## config.mk

```make
export PLATFORM = sky130hd
export DESIGN_NAME = irq_sched
export DESIGN_NICKNAME = d
export VERILOG_FILES = /design/src/rtl/irq_sched.sv
export SDC_FILE = /design/constraint.sdc
export NUM_CORES = 1
export LEC_CHECK = 0
export BUFFER_PORTS_ARGS = -buffer_cell sky130_fd_sc_hd__buf_2
export CORE_MARGIN = 1.5
export CORE_UTILIZATION = 30
export CTS_CLUSTER_DIAMETER = 40
export DETAILED_ROUTE_END_ITERATION = 6
export SLEW_MARGIN = 20
export SYNTH_ARGS = -nofsm -noshare
export SYNTH_HDL_FRONTEND = slang
export SYNTH_SLANG_ARGS = --single-unit
```

## constraint.sdc

```tcl
create_clock -name iClk -period 3.8 [get_ports iClk]
set_clock_uncertainty 0.1 [all_clocks]
set_input_delay 0 -clock iClk [delete_from_list [all_inputs] [get_ports iClk]]
set_output_delay 0 -clock iClk [all_outputs]
set_load 0.01 [all_outputs]
```

## src/rtl/irq_sched.sv

```systemverilog
`default_nettype none
// ============================================================================
//  Module      : irq_sched
//  Description : Eight-input interrupt scheduler. Edge-triggered request
//                register, CPU-programmable mask, fully nested in-service
//                register, EOI command handling and the two-strobe INTA
//                sequence that places the vector on the CPU data bus.
//  Revision    : 1.0 - initial release
// ============================================================================
module irq_sched #(
  parameter int          NUM_IRQ  = 8,
  parameter logic [7:0]  VEC_BASE = 8'h08
) (
  input  logic               iClk,
  input  logic               iRst,
  input  logic [NUM_IRQ-1:0] iIrq,
  input  logic               iWr,
  input  logic               iRd,
  input  logic               iA0,
  input  logic [7:0]         iWrData,
  output logic [7:0]         oRdData,
  input  logic               iIntAck,
  output logic               oInt,
  output logic               oSel,
  output logic [7:0]         oVec
);

  localparam int                 IDX_W      = 3;
  localparam logic [NUM_IRQ-1:0] C_ONE      = NUM_IRQ'(1);
  localparam logic [7:0]         C_CMD_NSEOI = 8'h20;
  localparam logic [4:0]         C_CMD_SEOI  = 5'b01100;
  localparam logic [7:0]         C_CMD_RDIRR = 8'h0A;
  localparam logic [7:0]         C_CMD_RDISR = 8'h0B;

  typedef enum logic [0:0] {
    S_IDLE = 1'b0,
    S_ACK1 = 1'b1
  } state_t;

  // Registered state
  logic [NUM_IRQ-1:0] irr_q, irr_d;
  logic [NUM_IRQ-1:0] isr_q, isr_d;
  logic [NUM_IRQ-1:0] imr_q, imr_d;
  logic [NUM_IRQ-1:0] irq_q;
  logic               rdsel_q, rdsel_d;   // 0 = IRR, 1 = ISR
  state_t             state_q, state_d;
  logic [IDX_W-1:0]   cur_q, cur_d;
  logic               int_q, int_d;
  logic               sel_q, sel_d;
  logic [7:0]         vec_q, vec_d;

  // Combinational helpers
  logic [NUM_IRQ-1:0] w_edge;
  logic [NUM_IRQ-1:0] w_isr_low;
  logic [NUM_IRQ-1:0] w_allowed;
  logic [NUM_IRQ-1:0] w_cand;
  logic [NUM_IRQ-1:0] w_win_onehot;
  logic               w_win_valid;
  logic [IDX_W-1:0]   w_win_idx;
  logic               w_cmd_wr;
  logic               w_eoi_ns;
  logic               w_eoi_sp;
  logic [NUM_IRQ-1:0] w_eoi_clr;
  logic               w_ack_take;
  logic [NUM_IRQ-1:0] w_ack_set;

  // Rising-edge detect; a line already high out of reset counts as an edge
  // because irq_q resets to zero.
  assign w_edge = iIrq & ~irq_q;

  // Lowest set in-service bit; only requests strictly below it may interrupt.
  assign w_isr_low = isr_q & (-isr_q);
  assign w_allowed = (isr_q == '0) ? '1 : (w_isr_low - C_ONE);
  assign w_cand    = irr_q & ~imr_q & w_allowed;

  assign w_win_valid  = |w_cand;
  assign w_win_onehot = w_cand & (-w_cand);

  // Priority encoder: lowest index wins, so scan downward and let it overwrite.
  always_comb begin
    w_win_idx = '0;
    for (int i = NUM_IRQ - 1; i >= 0; i--) begin
      if (w_cand[i]) begin
        w_win_idx = IDX_W'(i);
      end
    end
  end

  // Command decode: EOI variants act on the pre-cycle ISR.
  assign w_cmd_wr  = iWr & ~iA0;
  assign w_eoi_ns  = w_cmd_wr && (iWrData == C_CMD_NSEOI);
  assign w_eoi_sp  = w_cmd_wr && (iWrData[7:3] == C_CMD_SEOI);
  assign w_eoi_clr = (w_eoi_ns ? w_isr_low : '0)
                   | (w_eoi_sp ? (C_ONE << iWrData[2:0]) : '0);

  // First INTA strobe with a winner moves the request into service.
  assign w_ack_take = (state_q == S_IDLE) && iIntAck && w_win_valid;
  assign w_ack_set  = w_ack_take ? w_win_onehot : '0;

  // Register-file next state; new edges override an acknowledge clear.
  always_comb begin
    irr_d   = (irr_q & ~w_ack_set) | w_edge;
    isr_d   = (isr_q & ~w_eoi_clr) | w_ack_set;
    imr_d   = (iWr && iA0) ? iWrData : imr_q;
    rdsel_d = rdsel_q;
    if (w_cmd_wr && (iWrData == C_CMD_RDIRR)) begin
      rdsel_d = 1'b0;
    end else if (w_cmd_wr && (iWrData == C_CMD_RDISR)) begin
      rdsel_d = 1'b1;
    end
  end

  // INTA sequencer: first strobe latches the winner, second emits the vector.
  always_comb begin
    state_d = state_q;
    cur_d   = cur_q;
    sel_d   = 1'b0;
    vec_d   = vec_q;
    case (state_q)
      S_IDLE: begin
        if (iIntAck) begin
          cur_d   = w_win_valid ? w_win_idx : IDX_W'(7);
          state_d = S_ACK1;
        end
      end
      S_ACK1: begin
        if (iIntAck) begin
          sel_d   = 1'b1;
          vec_d   = VEC_BASE + 8'(cur_q);
          state_d = S_IDLE;
        end
      end
      default: state_d = S_IDLE;
    endcase
    // Request is held low for the whole acknowledge window.
    int_d = (state_d == S_IDLE) && w_win_valid;
  end

  // State registers with asynchronous reset.
  always_ff @(posedge iClk or posedge iRst) begin
    if (iRst) begin
      irr_q   <= '0;
      isr_q   <= '0;
      imr_q   <= '0;
      irq_q   <= '0;
      rdsel_q <= 1'b0;
      state_q <= S_IDLE;
      cur_q   <= '0;
      int_q   <= 1'b0;
      sel_q   <= 1'b0;
      vec_q   <= '0;
    end else begin
      irr_q   <= irr_d;
      isr_q   <= isr_d;
      imr_q   <= imr_d;
      irq_q   <= iIrq;
      rdsel_q <= rdsel_d;
      state_q <= state_d;
      cur_q   <= cur_d;
      int_q   <= int_d;
      sel_q   <= sel_d;
      vec_q   <= vec_d;
    end
  end

  // Read mux is purely combinational and side-effect free.
  always_comb begin
    oRdData = '0;
    if (iRd) begin
      if (iA0) begin
        oRdData = imr_q;
      end else begin
        oRdData = rdsel_q ? isr_q : irr_q;
      end
    end
  end

  assign oInt = int_q;
  assign oSel = sel_q;
  assign oVec = vec_q;

endmodule
`default_nettype wire

```

==> results.md, run 1 <==
STA:
- Setup repair after global routing left no endpoint under its margin.
- The total setup violations reported at the end of the flow is 0.
- The number of max-slew violations in the final report was 0.
- The fmax is 419 MHz.
- The slew at the pin with the worst max-slew slack is 0.545 ns.
- The final period demand of the worst path is roughly 2.4 ns.
- The number of hold violations in the final report is 0.
- In this run the tightest slew margin relative to its limit is between 60% and 70%.
- After routing, the total negative slack on setup checks comes to 0 ns.
- The worst path uses 62.8% of the clock period.

Critical path:
- The required time at the worst-slack endpoint is a little under 4 ns.
- STA puts the critical path data arrival time at between 2 and 2.5 ns.
- STA classifies the critical path startpoint as a primary input.
- The worst setup path is of the in2reg kind.
- Setup slack on the worst reg-to-reg path comes out at 1.45 ns.
- The nature of the critical path endpoint is a register.
- In this run the critical register-to-register path is captured at isr_q[7].
- The most critical setup path has its startpoint at iWrData[4].
- The highest fanout seen on the critical path is 4.
- The launch point of the worst reg-to-reg path is isr_q[0].
- The depth of the worst register-to-register path is 5.

Clock tree:
- TritonCTS built the clock tree.
- The number of H-tree levels is 2.
- The number of clock buffers added by TritonCTS is 5.
- The tree built by TritonCTS fans out to 43 sinks.
- Post-CTS repair changed the size of 0 cells.
- The tree is rooted in a clkbuf_8.
- The latest clock arrival within the worst-skew pair is around 0.28 ns.
- The clock slew at the register clock pins of the worst setup and hold paths is about 0.07 ns.
- The maximum number of buffers from clock root to sink is 2.

Final layout:
- The net count of the finished layout is 296.
- The sequential cells in the finished layout cover a total of approximately 1100 µm².
- After filler insertion, the fill cell instance count of the layout stands at approximately 750.
- The post-route netlist has between 20% and 30% of its cells at a drive strength greater than 1.
- The multi-input logic area is 987 µm².
- The area growth from synthesis to layout is 22.5%.
- The filler-free cell count of the finished design is between 300 and 400.
- The number of antenna cells inserted is 0.

Global route:
- After global routing the overflow that remains totals 0.
- Entering global routing, the biggest net connects 44 pins.
- The via count of the first global-routing pass was approximately 1700.
- The first-pass GRT wire length is about 8.1 mm.
- The number of antenna violations at the first check in global routing is 0.
- The global router's overall resource usage is a little over an eighth.

Hold path:
- The hold path startpoint is iWrData[6].
- The number of stages on the worst hold path is 2.
- The type of the most critical hold path is in2reg.
- The hold path endpoint is imr_q[6].

Power:
- Dividing total power by cell area gives a power density of 470 nW/µm².
- Combinational logic is responsible for between 20% and 30% of the overall power.
- In this run, the clock network consumes between 20% and 30% of the power.
- The switching portion of total power is between 30% and 40%.
- The sequential fraction of design power is about 53%.
- The net switching power is 0.410 mW.
- In this run the static leakage power is around 1.2 nW.
- Cell internal power was estimated by the tool at between 0.8 and 0.9 mW.
- The worst supply voltage drop on vdd is 292 µV.

Floorplanning:
- The die is 88.2 µm wide.
- The total die area is roughly 8000 µm².
- The number of rows created at floorplan is 30.
- In this run the standard cell core region covers about 6900 µm².
- Once the floorplan was initialized, standard cells occupied a little under a third of the core.
- During I/O placement, the number of pins put on the boundary was 40.
- From bottom edge to top edge, the die measures about 90 µm.

Route:
- The count of routing violations after the opening detailed-route iteration is a little over 100.
- The via density per instance is slightly below 5.
- The number of detailed-routing iterations run before antenna repair is 4.
- The count of nets left with antenna violations once routing finished came out at 0.
- The DRC violation count after routing is 0.
- Dividing the detail-routed wire length by the instance count gives around 13 µm.
- The total wire length is 4.71 mm.
- Across all layers, the routed design uses 1768 vias.

Synth:
- Yosys mapped the design onto between 40 and 50 distinct sky130hd cell types.
- The sequential-to-total area share from yosys stat is 49.5%.
- The top flip-flop cell by instance count after synthesis is dfrtp_1.
- The Yosys step of the flow raised 0 warnings.
- The post-synthesis cell count is 221.
- The number of enable flip-flop cells after synthesis is 0.
- The async set or reset register ratio after synthesis is between 90% and 100%.
- The flop and latch count out of synthesis is between 40 and 50.
- The synthesized area divided by synthesized cell count is 9.85 µm².
- The cell area that synthesis handed to floorplanning was around 2200 µm².

Place:
- Buffers placed on the I/O ports in this run total 35.
- The post-detailed-placement half-perimeter wirelength is 3.51 mm.
- Routability-driven placement finished with a final weighted congestion of between 0.8 and 0.9.
- Including well taps, the total number of placed cells is roughly 340.

Run status:
- The flow ran to the end, and the final reports show no timing, DRC or antenna violations.

Job:
- The count of max-cap constraint violations is 0.
-- flip-flops by register name (all words and copies together) (netlist names), 3 cells and up --
signal  cells
irr_q       8
cur_q       3
oVec        4
isr_q       8
imr_q       8
irq_q       8
-- placed cells by master, fill, tap and decap left out, types with 7 or more instances in the layout --
master	netlist	layout
inv_1	15	14
nand2b_1	7	7
dlygate4sd3_1	0	17
mux2i_1	8	8
and2_1	11	11
mux2_2	12	12
buf_2	0	35
o21ai_0	27	27
nor3_1	9	9
dfrtp_1	43	43
nand2_1	21	21
-- metrics by stage --
stage / util (%) / total power, mW / area (µm²) / hold slack (ns) / setup WS [ns]
5_1_grt: 38.6 / 1.36 / 2670 / 0.0390 / 1.27
2_1_floorplan: - / 0.878 / 2190 / -0.0686 / 1.72
3_3_place_gp: 35.1 / 0.985 / 2420 / 0.0218 / 1.54
6_report: 38.6 / 1.25 / 2670 / 0.0367 / 1.41
3_5_place_dp: 35.1 / 0.992 / 2420 / 0.0226 / 1.51
4_1_cts: 38.6 / 1.27 / 2670 / 0.0348 / 1.43
-- routing by layer --
layer / share of wire, % / vias to the layer above / track usage, % / wire, µm
li1: - / 872 / - / -
met1: 47 / 839 / 18.5 / 2220
met2: 47 / 55 / 21.2 / 2190
met3: 5.8 / 2 / 3.49 / 273
met4: 0.53 / 0 / 3.41 / 25
met5: 0 / - / 0 / 0
-- cells by family (layout without fill, tap and decap cells) --
group           after synthesis  in the layout  synth area share, %
fa+ha+maj                     2              2                 1.15
flops                        43             43                 49.5
compound gates               47             47                 12.7
simple gates                 81             81                 21.0
mux                          20             20                 9.89
other cells                   1              4                0.172
buf+inv                      27             74                 5.69
-- cells in the mapped netlist (all sizes together) (5+ instances only) --
cell,count,area (µm²)
nand2,21,78.8
nor2,5,18.8
inv,15,56.3
clkbuf,7,26.3
nor3,9,45.0
mux2i,8,80.1
dfrtp,43,1080
and2,11,68.8
nand2b,7,43.8
a21oi,6,30.0
mux2,12,135
o21ai,28,140
buf,5,41.3
-- how the worst max path moves through the flow --
stage | end | cells past startpoint | slack, ns
3_3_place_gp | isr_q[6] | 6 | 1.54
3_5_place_dp | isr_q[7] | 5 | 1.51
2_1_floorplan | isr_q[7] | 5 | 1.72
5_1_grt | isr_q[7] | 5 | 1.27
6_report | isr_q[6] | 7 | 1.41
4_1_cts | isr_q[6] | 7 | 1.43
-- repair_timing --
item / CTS / global route
endpoints found under the hold margin: 71 / 0
endpoints found under the setup margin: 0 / 0
hold buffers: 17 / 0
setup buffers: 0 / 0
-- critical path: stages --
cell and delay, ns:
dlygate4sd3_1 0.53, buf_2 0.13, or4b_4 0.52, or4b_4 0.51
or4_4 0.47, o221ai_1 0.20, o21ai_1 0.09
-- power by group through the flow --
stage	Clock (mW)	Sequential [mW]	Combinational, mW
global placement	0	0.667	0.318
floorplan	0	0.643	0.235
detailed placement	0	0.671	0.321
global route	0.293	0.680	0.387
CTS	0.273	0.661	0.336
finish	0.260	0.662	0.332
-- layout make-up --
type	count	area share, %
sequential	43	40.4
timing repair buffer	53	13.2
multi-input combinational	154	37.0
tap	96	4.51
clock buffer	6	2.72
inverter	15	2.11
(Power assumes the default switching activity.)
==> inputs of run 2 (changes only) <==
--- a/config.mk
+++ b/config.mk
@@ -5,6 +5,7 @@
 export SDC_FILE = /design/constraint.sdc
 export NUM_CORES = 1
 export LEC_CHECK = 0
+export ABC_AREA = 1
 export BUFFER_PORTS_ARGS = -buffer_cell sky130_fd_sc_hd__buf_2
 export CORE_MARGIN = 1.5
 export CORE_UTILIZATION = 30
==> constraint.sdc (replaced) <==
create_clock -name iClk -period 2.3 [get_ports iClk]
set_clock_uncertainty 0.1 [all_clocks]
set_input_delay 0 -clock iClk [delete_from_list [all_inputs] [get_ports iClk]]
set_output_delay 0 -clock iClk [all_outputs]
set_load 0.01 [all_outputs]
==> run 2 against run 1 <==
Effect of this change: via count increased by 9.9%; total power rose by 77%; first-iteration DRC count increased by 23%; design area rose by 3.5%; synthesized cell count rose by 33%; register-to-register slack got worse by 0.84 ns; wire length increased by 6.9%; die area grew 2.7%; count of clock-buffer cells in the layout decreased by 1; global-route usage is 0.77 points higher; sequential power up 57%.
==> results.md, run 2 <==
Global route:
- The number of antenna violations at the first check in global routing is 0 (unchanged).
- The sum of overflow across all layers after global routing is 0 (unchanged).
- The global router's overall resource usage is 14.2% (was 13.5%).
- The via count of the first global-routing pass was 1912 (was 1676).
- The maximum number of pins on one net before global-route repair is 44 (unchanged).
- The first-pass GRT wire length is 8.61 mm (was 8.05 mm).

Floorplanning:
- The number of rows created at floorplan is 31 (was 30).
- The number of I/O pins is 40 (unchanged).
- The die outline width is 89.3 µm (was 88.2 µm).
- The total die area was 7980 µm² (was 7770 µm²).
- The overall die height was 89.3 µm (was 88.2 µm).
- The area of the core region is 7210 µm² (was 6910 µm²).
- The initial core utilization is 31.0% (was 31.5%).

Synth:
- The sequential-to-total area share from yosys stat came to 48.1% (was 49.5%).
- Leading cell types by count after synthesis: inv_1 (61), nand2_1 (60), dfrtp_1 (43) (was dfrtp_1 (43), o21ai_0 (27), nand2_1 (21)).
- The most instantiated library cell after synthesis is inv_1 (was dfrtp_1).
- The area fraction of the dominant cell type after synthesis was 48.1% (was 49.5%).
- The top flip-flop cell by instance count after synthesis is dfrtp_1 (unchanged).
- The netlist area before placement came to 2240 µm² (was 2180 µm²).
- The number of warning messages in the yosys log is 0 (unchanged).
- Top area cells in the synthesized netlist: dfrtp_1 (48%), inv_1 (10%), nand2_1 (10%) (was dfrtp_1 (49%), o21ai_0 (6.2%), mux2_2 (6.2%)).
- The flop and latch count out of synthesis came to 43 (unchanged).
- The number of enable flip-flop cells after synthesis was 0 (unchanged).
- The async set or reset register ratio after synthesis was 100% (unchanged).
- The synthesized area divided by synthesized cell count is 7.58 µm² (was 9.85 µm²).
- The biggest area consumer among synthesized cells is dfrtp_1 (unchanged).
- The post-synthesis cell type count was 27 (was 41).
- The post-synthesis cell count came to 295 (was 221).

Power:
- The post-layout total power is 2.22 mW (was 1.25 mW).
- The leakage component of the power was 1.49 nW (was 1.17 nW).
- The power density over cell area is 804 nW/µm² (was 470 nW/µm²).
- The worst supply voltage drop on vdd was 272 µV (was 292 µV).

Route:
- The per-cell routed wire length came to 11.2 µm (was 12.8 µm).
- The via density per instance is 4.33 (was 4.82).
- The number of detailed-routing iterations run before antenna repair came to 4 (unchanged).
- The count of antenna-violating nets left after detailed routing was 0 (unchanged).
- The count of routing violations after the opening detailed-route iteration is 124 (was 101).
- The total wire length is 5.04 mm (was 4.71 mm).
- The DRC violation count after routing came to 0 (unchanged).
- The total number of vias is 1943 (was 1768).

Hold path:
- The number of stages on the worst hold path is 4 (was 2).
- The type of the most critical hold path is in2reg (unchanged).

Place:
- The count of port buffers added during placement was 35 (unchanged).
- The post-detailed-placement half-perimeter wirelength is 3.82 mm (was 3.51 mm).
- The standard cell area after detailed placement is 2500 µm² (was 2420 µm²).
- The number of placed instances with taps included is 424 (was 344).
- The final RePlAce weighted congestion is 0.918 (was 0.851).
- The worst slack at placement is 0.639 ns (was 1.51 ns).

Clock tree:
- The TritonCTS clock tree is yes (unchanged).
- The number of sinks on the clock net came to 43 (unchanged).
- The maximum number of buffers from clock root to sink is 2 (unchanged).
- The clock slew at the register clock pins of the worst setup and hold paths is 0.08 ns (was 0.07 ns).
- The total CTS buffers is 5 (unchanged).
- The post-cts sizing count is 0 (unchanged).
- The number of hold buffers added after cts is 17 (unchanged).
- The number of setup buffers added after CTS is 0 (unchanged).
- The buffer cell driving the clock tree root is clkbuf_8 (unchanged).
- The number of H-tree levels was 2 (unchanged).
- The latest clock arrival within the worst-skew pair came to 0.31 ns (was 0.28 ns).

Critical path:
- The internal reg-to-reg setup slack is 0.61 ns (was 1.45 ns).
- The data arrival at the endpoint of the critical path is 1.71 ns (was 2.45 ns).
- The depth of the worst register-to-register path was 8 (was 5).
- The first element of the critical path was rdsel_q (was iWrData[4]).
- The critical register-to-register path endpoint is irr_q[2] (was isr_q[7]).
- The launch point of the worst reg-to-reg path is isr_q[1] (was isr_q[0]).
- The critical path capture point is oRdData[5] (was isr_q[6]).
- The required time at the worst-slack endpoint came to 2.20 ns (was 3.87 ns).
- The highest fanout seen on the critical path is 16 (was 4).
- The path type of the worst setup path is reg2out (was in2reg).
- The nature of the critical path endpoint is an output port (was register).
- The startpoint type of the worst setup path is a register (was primary input).

Final layout:
- The post-route cell area is 2760 µm² (was 2670 µm²).
- The filler-free cell count of the finished design came to 449 (was 367).
- The leading cell type in the layout, fill and taps excluded is inv_1 (was dfrtp_1).
- The final core utilization is 38.2% (was 38.6%).
- The number of antenna cells inserted is 0 (unchanged).
- The number of fillers in the final layout is 776 (was 746).
- The number of nets in the finished design is 373 (was 296).
- The area growth from synthesis to layout came to 23.4% (was 22.5%).
- The share of final-layout standard cells stronger than drive strength 1 is 15.4% (was 21.8%).
- Commonest cells after routing, fill and taps aside: inv_1 (61), nand2_1 (60), dfrtp_1 (43) (was dfrtp_1 (43), buf_2 (35), o21ai_0 (27)).

STA:
- Unrepaired setup endpoints after global routing: no (unchanged).
- The total negative setup slack is 0 ns (unchanged).
- The total setup violations reported at the end of the flow was 0 (unchanged).
- The final worst setup slack is 0.492 ns (was 1.41 ns).
- The number of hold violations in the final report is 0 (unchanged).
- The final period demand of the worst path is around 1.8 ns.
- The number of max-slew violations in the final report is 0 (unchanged).
- The worst hold slack is 0.00305 ns (was 0.0367 ns).
- After layout, the worst path uses 78.6% of the clock period.
- The fmax is roughly 550 MHz.
- The slew at the pin with the worst max-slew slack is 0.542 ns (was 0.545 ns).
- The tightest slew margin relative to the limit is 63.9% (was 63.7%).

Job:
- The count of max-cap constraint violations is 0 (unchanged).

Run status:
- Result of the run: finished clean (unchanged).
[run 2: routing by layer]
metal  track usage (%)  vias up  part of all wire (%)
li1                  -     1024                     -
met1              17.7      876                    48
met2              24.4       37                    47
met3              3.32        6                   3.7
met4              4.62        0                   1.5
met5                 0        -                     0
[run 2: cell families after synthesis]
family          count (synthesis)  share of synthesized area (%)
buf+inv                        72                           13.2
mux                             1                          0.504
flops                          43                           48.1
fa+ha+maj                       2                           1.12
simple gates                  117                           22.9
other cells                     1                          0.168
compound gates                 59                           14.0
[run 2: layout make-up]
type / count / area, µm² / share of cell area, %
Inverter: 63 / 236 / 8.57
Tap cell: 99 / 124 / 4.49
Clock inverter: 3 / 23.8 / 0.862
Clock buffer: 5 / 68.8 / 2.49
Multi-Input combinational cell: 183 / 877 / 31.8
Timing Repair Buffer: 53 / 353 / 12.8
Sequential cell: 43 / 1080 / 39.0
[run 2: how the worst min path moves through the flow]
| stage | slack, ns | startpoint | end |
|---|---|---|---|
| 6_report | 0.003 | iWrData[2] | rdsel_q |
| 5_1_grt | 0.03 | iWrData[2] | isr_q[3] |
| 4_1_cts | 0.004 | iWrData[2] | rdsel_q |
| 3_5_place_dp | 0.02 | iIrq[1] | irq_q[1] |
| 3_3_place_gp | 0.02 | iIrq[0] | irq_q[0] |
| 2_1_floorplan | -0.07 | iIrq[0] | irq_q[0] |
[run 2: critical path, cell delays in order (launching register included)]
cell and delay [ns]:
dfrtp_1 0.66, mux2_2 0.39, o21ai_0 0.15, inv_1 0.06, buf_2 0.13
[run 2: report_power, final]
part	switching [mW]	internal (mW)	leakage, nW
Clock	0.287	0.217	0.0408
Sequential	0.122	0.923	0.493
Combinational	0.415	0.253	0.959
Total	0.825	1.39	1.49
